==> config.mk <==
export PLATFORM = sky130hd
export DESIGN_NAME = acc_req_arbiter
export DESIGN_NICKNAME = d
export VERILOG_FILES = /design/src/rtl/acc_req_arbiter.sv
export SDC_FILE = /design/constraint.sdc
export NUM_CORES = 1
export LEC_CHECK = 0
export BUFFER_PORTS_ARGS = -buffer_cell sky130_fd_sc_hd__buf_2
export CAP_MARGIN = 20
export CORE_AREA = 10 10 200 202
export DETAILED_ROUTE_END_ITERATION = 10
export DIE_AREA = 0 0 210 212
export GPL_TIMING_DRIVEN = 0
export PLACE_DENSITY = 0.37
export SLEW_MARGIN = 20
export SYNTH_ARGS = -nofsm -noshare
export SYNTH_HDL_FRONTEND = slang
export SYNTH_SLANG_ARGS = --single-unit
==> constraint.sdc <==
create_clock -name clk_i -period 3 [get_ports clk_i]
set_input_delay 0.3 -clock clk_i [delete_from_list [all_inputs] [get_ports clk_i]]
set_output_delay 0.3 -clock clk_i [all_outputs]
set_load 0.02 [all_outputs]
==> src/rtl/acc_req_arbiter.sv <==
// acc_req_arbiter: round-robin sharing of one accelerator port with per-tid response routing
module acc_req_arbiter #(
  parameter int NR_REQ    = 2,
  parameter int DATA_W    = 128,
  parameter int RESP_W    = 64,
  parameter int TID_W     = 3,
  parameter int MAX_OUTST = 4
) (
  input  logic                     clk_i,
  input  logic                     rst_i,
  input  logic [NR_REQ-1:0]        req_valid_i,
  output logic [NR_REQ-1:0]        req_ready_o,
  input  logic [NR_REQ*DATA_W-1:0] req_data_i,
  input  logic [NR_REQ*TID_W-1:0]  req_tid_i,
  output logic                     acc_req_valid_o,
  input  logic                     acc_req_ready_i,
  output logic [DATA_W-1:0]        acc_req_data_o,
  output logic [TID_W-1:0]         acc_req_tid_o,
  input  logic                     acc_resp_valid_i,
  output logic                     acc_resp_ready_o,
  input  logic [TID_W-1:0]         acc_resp_tid_i,
  input  logic [RESP_W-1:0]        acc_resp_data_i,
  output logic [NR_REQ-1:0]        resp_valid_o,
  input  logic [NR_REQ-1:0]        resp_ready_i,
  output logic [RESP_W-1:0]        resp_data_o,
  output logic [TID_W-1:0]         resp_tid_o,
  output logic                     err_spurious_o
);
  localparam int NT = 2 ** TID_W;
  localparam int IW = NR_REQ > 1 ? $clog2(NR_REQ) : 1;
  localparam int OW = $clog2(MAX_OUTST + 1);
  localparam logic [OW-1:0] MAXO = OW'(MAX_OUTST);

  logic [IW-1:0]     rr_ptr_q, lock_idx_q, grant, dst, idx;
  logic              lock_q, err_q, found, issue, hit, resp_fire;
  logic [NT-1:0]     busy_q;
  logic [IW-1:0]     src_q [NT];
  logic [OW-1:0]     outst_q [NR_REQ];
  logic [NR_REQ-1:0] elig;

  // Descending search so the candidate closest to rr_ptr_q is assigned last and wins
  always_comb begin
    elig  = '0;
    idx   = '0;
    found = 1'b0;
    grant = rr_ptr_q;
    for (int i = 0; i < NR_REQ; i++)
      elig[i] = req_valid_i[i] & (outst_q[i] < MAXO) & ~busy_q[req_tid_i[i*TID_W +: TID_W]];
    for (int k = NR_REQ - 1; k >= 0; k--) begin
      idx = IW'((int'(rr_ptr_q) + k) % NR_REQ);
      if (elig[idx]) begin
        grant = idx;
        found = 1'b1;
      end
    end
    if (lock_q) grant = lock_idx_q;
  end

  assign acc_req_valid_o  = lock_q ? req_valid_i[lock_idx_q] : found;
  assign acc_req_data_o   = req_data_i[int'(grant)*DATA_W +: DATA_W];
  assign acc_req_tid_o    = req_tid_i[int'(grant)*TID_W +: TID_W];
  assign issue            = acc_req_valid_o & acc_req_ready_i;
  assign req_ready_o      = NR_REQ'(issue) << grant;
  assign hit              = busy_q[acc_resp_tid_i];
  assign dst              = src_q[acc_resp_tid_i];
  assign resp_valid_o     = NR_REQ'(acc_resp_valid_i & hit) << dst;
  assign acc_resp_ready_o = hit ? resp_ready_i[dst] : 1'b1;
  assign resp_fire        = acc_resp_valid_i & hit & resp_ready_i[dst];
  assign resp_data_o      = acc_resp_data_i;
  assign resp_tid_o       = acc_resp_tid_i;
  assign err_spurious_o   = err_q;

  always_ff @(posedge clk_i or posedge rst_i) begin
    if (rst_i) begin
      rr_ptr_q   <= '0;
      lock_q     <= 1'b0;
      lock_idx_q <= '0;
      busy_q     <= '0;
      err_q      <= 1'b0;
      for (int t = 0; t < NT; t++) src_q[t] <= '0;
      for (int i = 0; i < NR_REQ; i++) outst_q[i] <= '0;
    end else begin
      lock_q     <= acc_req_valid_o & ~acc_req_ready_i;
      lock_idx_q <= grant;
      err_q      <= acc_resp_valid_i & ~hit;
      if (resp_fire) begin
        assert (outst_q[dst] != '0);
        busy_q[acc_resp_tid_i] <= 1'b0;
      end
      if (issue) begin
        busy_q[acc_req_tid_o] <= 1'b1;
        src_q[acc_req_tid_o]  <= grant;
        rr_ptr_q              <= (int'(grant) == NR_REQ - 1) ? '0 : grant + IW'(1);
      end
      for (int i = 0; i < NR_REQ; i++) begin
        if (issue && grant == IW'(i) && !(resp_fire && dst == IW'(i)))
          outst_q[i] <= outst_q[i] + OW'(1);
        else if (resp_fire && dst == IW'(i) && !(issue && grant == IW'(i)))
          outst_q[i] <= outst_q[i] - OW'(1);
      end
    end
  end
endmodule

==> run summary <==
total of max-cap violations = 0
R2R Path End = outst_q[4]
clock root buffer = clkbuf_16
initial antenna violation count = 17
Syn. warnings = 0
critical path arrival = 3.49 ns
final antenna-violating net count = 0
grt total ovfl = 0
Power Total = 9.82 mW
Worst Path Required = 3.15 ns
TritonCTS buffer count = 3
gr usage total = 13.2%
RSZ-0062 raised after global routing = yes
Max VDD drop = 506 uV
PortBufs = 475
core area = 36100 um2
crit share post-route = 111%
initial DRC count = 259
final worst slack = -0.336 ns
Worst Setup Start Kind = flop
vias per std cell = 3.64
Leakage = 4.37 nW
fin crit period = 3.34 ns
TNS Setup = -36.09 ns
number of synthesized flops with an enable pin = 0
Ports = 542
Least-Margin Pin Slew = 0.635 ns
power density over the cells = 1180 nW/um2
pin count of the biggest net entering global routing = 27
Post-DP HPWL = 29.3 mm
Post-synth top cells = mux2_4 (80), buf_4 (68), mux2_2 (57)
post-detailed-route DRC marker count = 0
count leader, synth = mux2_4
launch point of the worst reg-to-reg path = busy_q[6]
FILL cells = 3981
Synth top area share = 29.0%
Starting Density = 11.5%
final core utilization = 23.1%
routability cong. = 0.857
CTS sink count = 26
Mapped Cells = 394
Synth area leaders = mux2_4 (29%), dfrtp_1 (16%), mux2_2 (16%)
Internal Power = 5.43 mW
logic gate share of total power = 89.9%
sequential power share = 6.7%
Peak Freq = 0.300 GHz
Setup Viol. Count Final = 136
Max FO, Critical Path = 6
Final Hold Fails = 0
Critical Setup Path Class = flop to flop
routed wire length = 32.8 mm
layout cell share with drive strength beyond 1 = 84.3%
# rows = 70
syn_nets = 735
flop2flop setup slack = -0.34 ns
Die X = 210 um
hold crit path type = primary input to asynchronous set/reset pin
Clock power frac = 3.4%
H-Tree Depth = 1
max_slew headroom = 57.1%
NumNets Final = 1245
register bit total from synthesis = 26
Most used DFF post-synth = dfrtp_1
violated checks = setup timing
clock latency on the worst-skew pair = 0.26 ns
drt pass-1 iters = 5
area grow syn2layout = 102%
CTS tree = yes
CP endpoint kind = flop
routed vias = 5012
post-DR wirelength/cell = 23.9 um
die area = 44500 um2
Final Slew Violations = 0
Netlist cell types = 44
R2R depth = 11
CTS Buffer Depth = 2
clock skew = 0.00172 ns
first-pass GRT wire length = 42.3 mm
number of global-route vias before repair = 5571
switching fraction of total power = 44.7%
synthesized area per cell = 10.5 um2
sw power = 4.39 mW
outcome = finished, violations left
Clk pin slew, worst setup/hold paths = 0.07 ns
largest area contributor in the netlist = mux2_4
Die Y = 212 um
Seq/Total Area, Yosys = 15.7%
ys async rst share = 100%
synthesized cell area = 4140 um2
==> power by group through the flow <==
stage	Combinational [mW]	Clock, mW	Sequential [mW]
finish	8.83	0.336	0.657
global route	9.27	0.363	0.681
CTS	8.10	0.347	0.660
detailed placement	6.73	0	0.686
global placement	6.75	0	0.692
floorplan	4.71	0	0.634
==> sequential cells by signal, indices dropped and copies added (netlist names) <==
signal and flops:
busy_q 8, src_q 8, outst_q 6, err_spurious_o 1, lock_idx_q 1, lock_q 1, rr_ptr_q 1
==> final cells by class <==
class	count	area, um2	area share [%]
Clock buffer	4	88.8	1.06
Timing Repair Buffer	507	3340	40.1
Sequential cell	26	651	7.80
Antenna cell	5	12.5	0.150
Tap cell	468	586	7.02
Buffer	92	810	9.70
Inverter	9	46.3	0.555
Multi-Input combinational cell	265	2810	33.6
==> routing by layer <==
layer  up-vias  global-route usage, %  share of wire [%]
met1      2280                   13.9                 35
met2       311                   24.3                 52
met5         -                      0               0.17
met4        10                   1.94                2.4
met3        37                   5.49                 10
li1       2374                      -                  -
==> how the worst max path moves through the flow <==
stage	start	endpoint	slack [ns]	cells after the start
finish	busy_q[6]	outst_q[4]	-0.34	11
global route	busy_q[6]	outst_q[4]	-0.41	11
CTS	busy_q[6]	outst_q[4]	-0.34	12
detailed placement	req_tid_i[3]	outst_q[2]	-0.63	16
global placement	req_tid_i[3]	outst_q[2]	-0.66	16
floorplan	req_tid_i[3]	outst_q[4]	-0.26	13
==> what timing repair did <==
action / CTS / global route
endpoints found under the setup margin: 137 / 137
setup buffers: 14 / 8
resized for setup: 172 / 43
hold buffers: 0 / 0
cloned: 2 / 8
pin swaps: 4 / 7
==> worst max-delay path: stages, from the launching register on <==
cell     delay (ns)
dfrtp_1        0.41
mux2_4         0.27
mux4_2         0.52
o211a_1        0.23
or3_4          0.48
buf_12         0.19
buf_8          0.12
and2_4         0.14
ha_4           0.16
inv_2          0.04
fa_1           0.39
mux2_2         0.26
==> layout by cell type, fill, tap and decap left out, types with 3 or more instances in the layout <==
| cell | count |
|---|---|
| buf_2 | 385 |
| buf_4 | 97 |
| buf_6 | 88 |
| mux2_4 | 80 |
| mux2_2 | 57 |
| dfrtp_1 | 26 |
| nand2_1 | 13 |
| nor2_1 | 11 |
| nand3_1 | 11 |
| clkbuf_16 | 11 |
| buf_12 | 9 |
| nand4_1 | 7 |
| mux2i_1 | 6 |
| a21bo_2 | 6 |
| o31ai_1 | 6 |
| diode_2 | 5 |
| nand2b_1 | 5 |
| nor2b_1 | 5 |
| inv_1 | 5 |
| clkbuf_1 | 5 |
| nand4b_1 | 5 |
| nand3b_1 | 5 |
| a21oi_1 | 4 |
| xor2_1 | 4 |
| and2_1 | 3 |
| or2_2 | 3 |
| o211ai_1 | 3 |
| inv_2 | 3 |
| o41ai_1 | 3 |
==> logic make-up after synthesis <==
family / after synthesis / share of synthesized area, %
multiplexers: 145 / 47.1
buffers and inverters: 103 / 17.6
AND/OR/NAND/NOR: 78 / 10.6
AO/OA/AOI/OAI: 32 / 6.17
flip-flops: 26 / 15.7
XOR/XNOR: 6 / 1.27
adder cells (fa/ha/maj): 4 / 1.57
==> stage by stage <==
stage / cells / instance area (um2) / setup WS (ns) / hold WS [ns]
final: 1376 / 8340 / -0.336 / 0.108
after global routing: 1371 / 8330 / -0.407 / 0.167
after CTS: 1356 / 7940 / -0.340 / 0.133
after detailed placement: 1337 / 7160 / -0.626 / 0.416
after global placement: 1337 / 7160 / -0.657 / 0.448
after floorplan: 394 / 4200 / -0.263 / 0.340
Note: power is estimated with default switching activity, not from simulation.
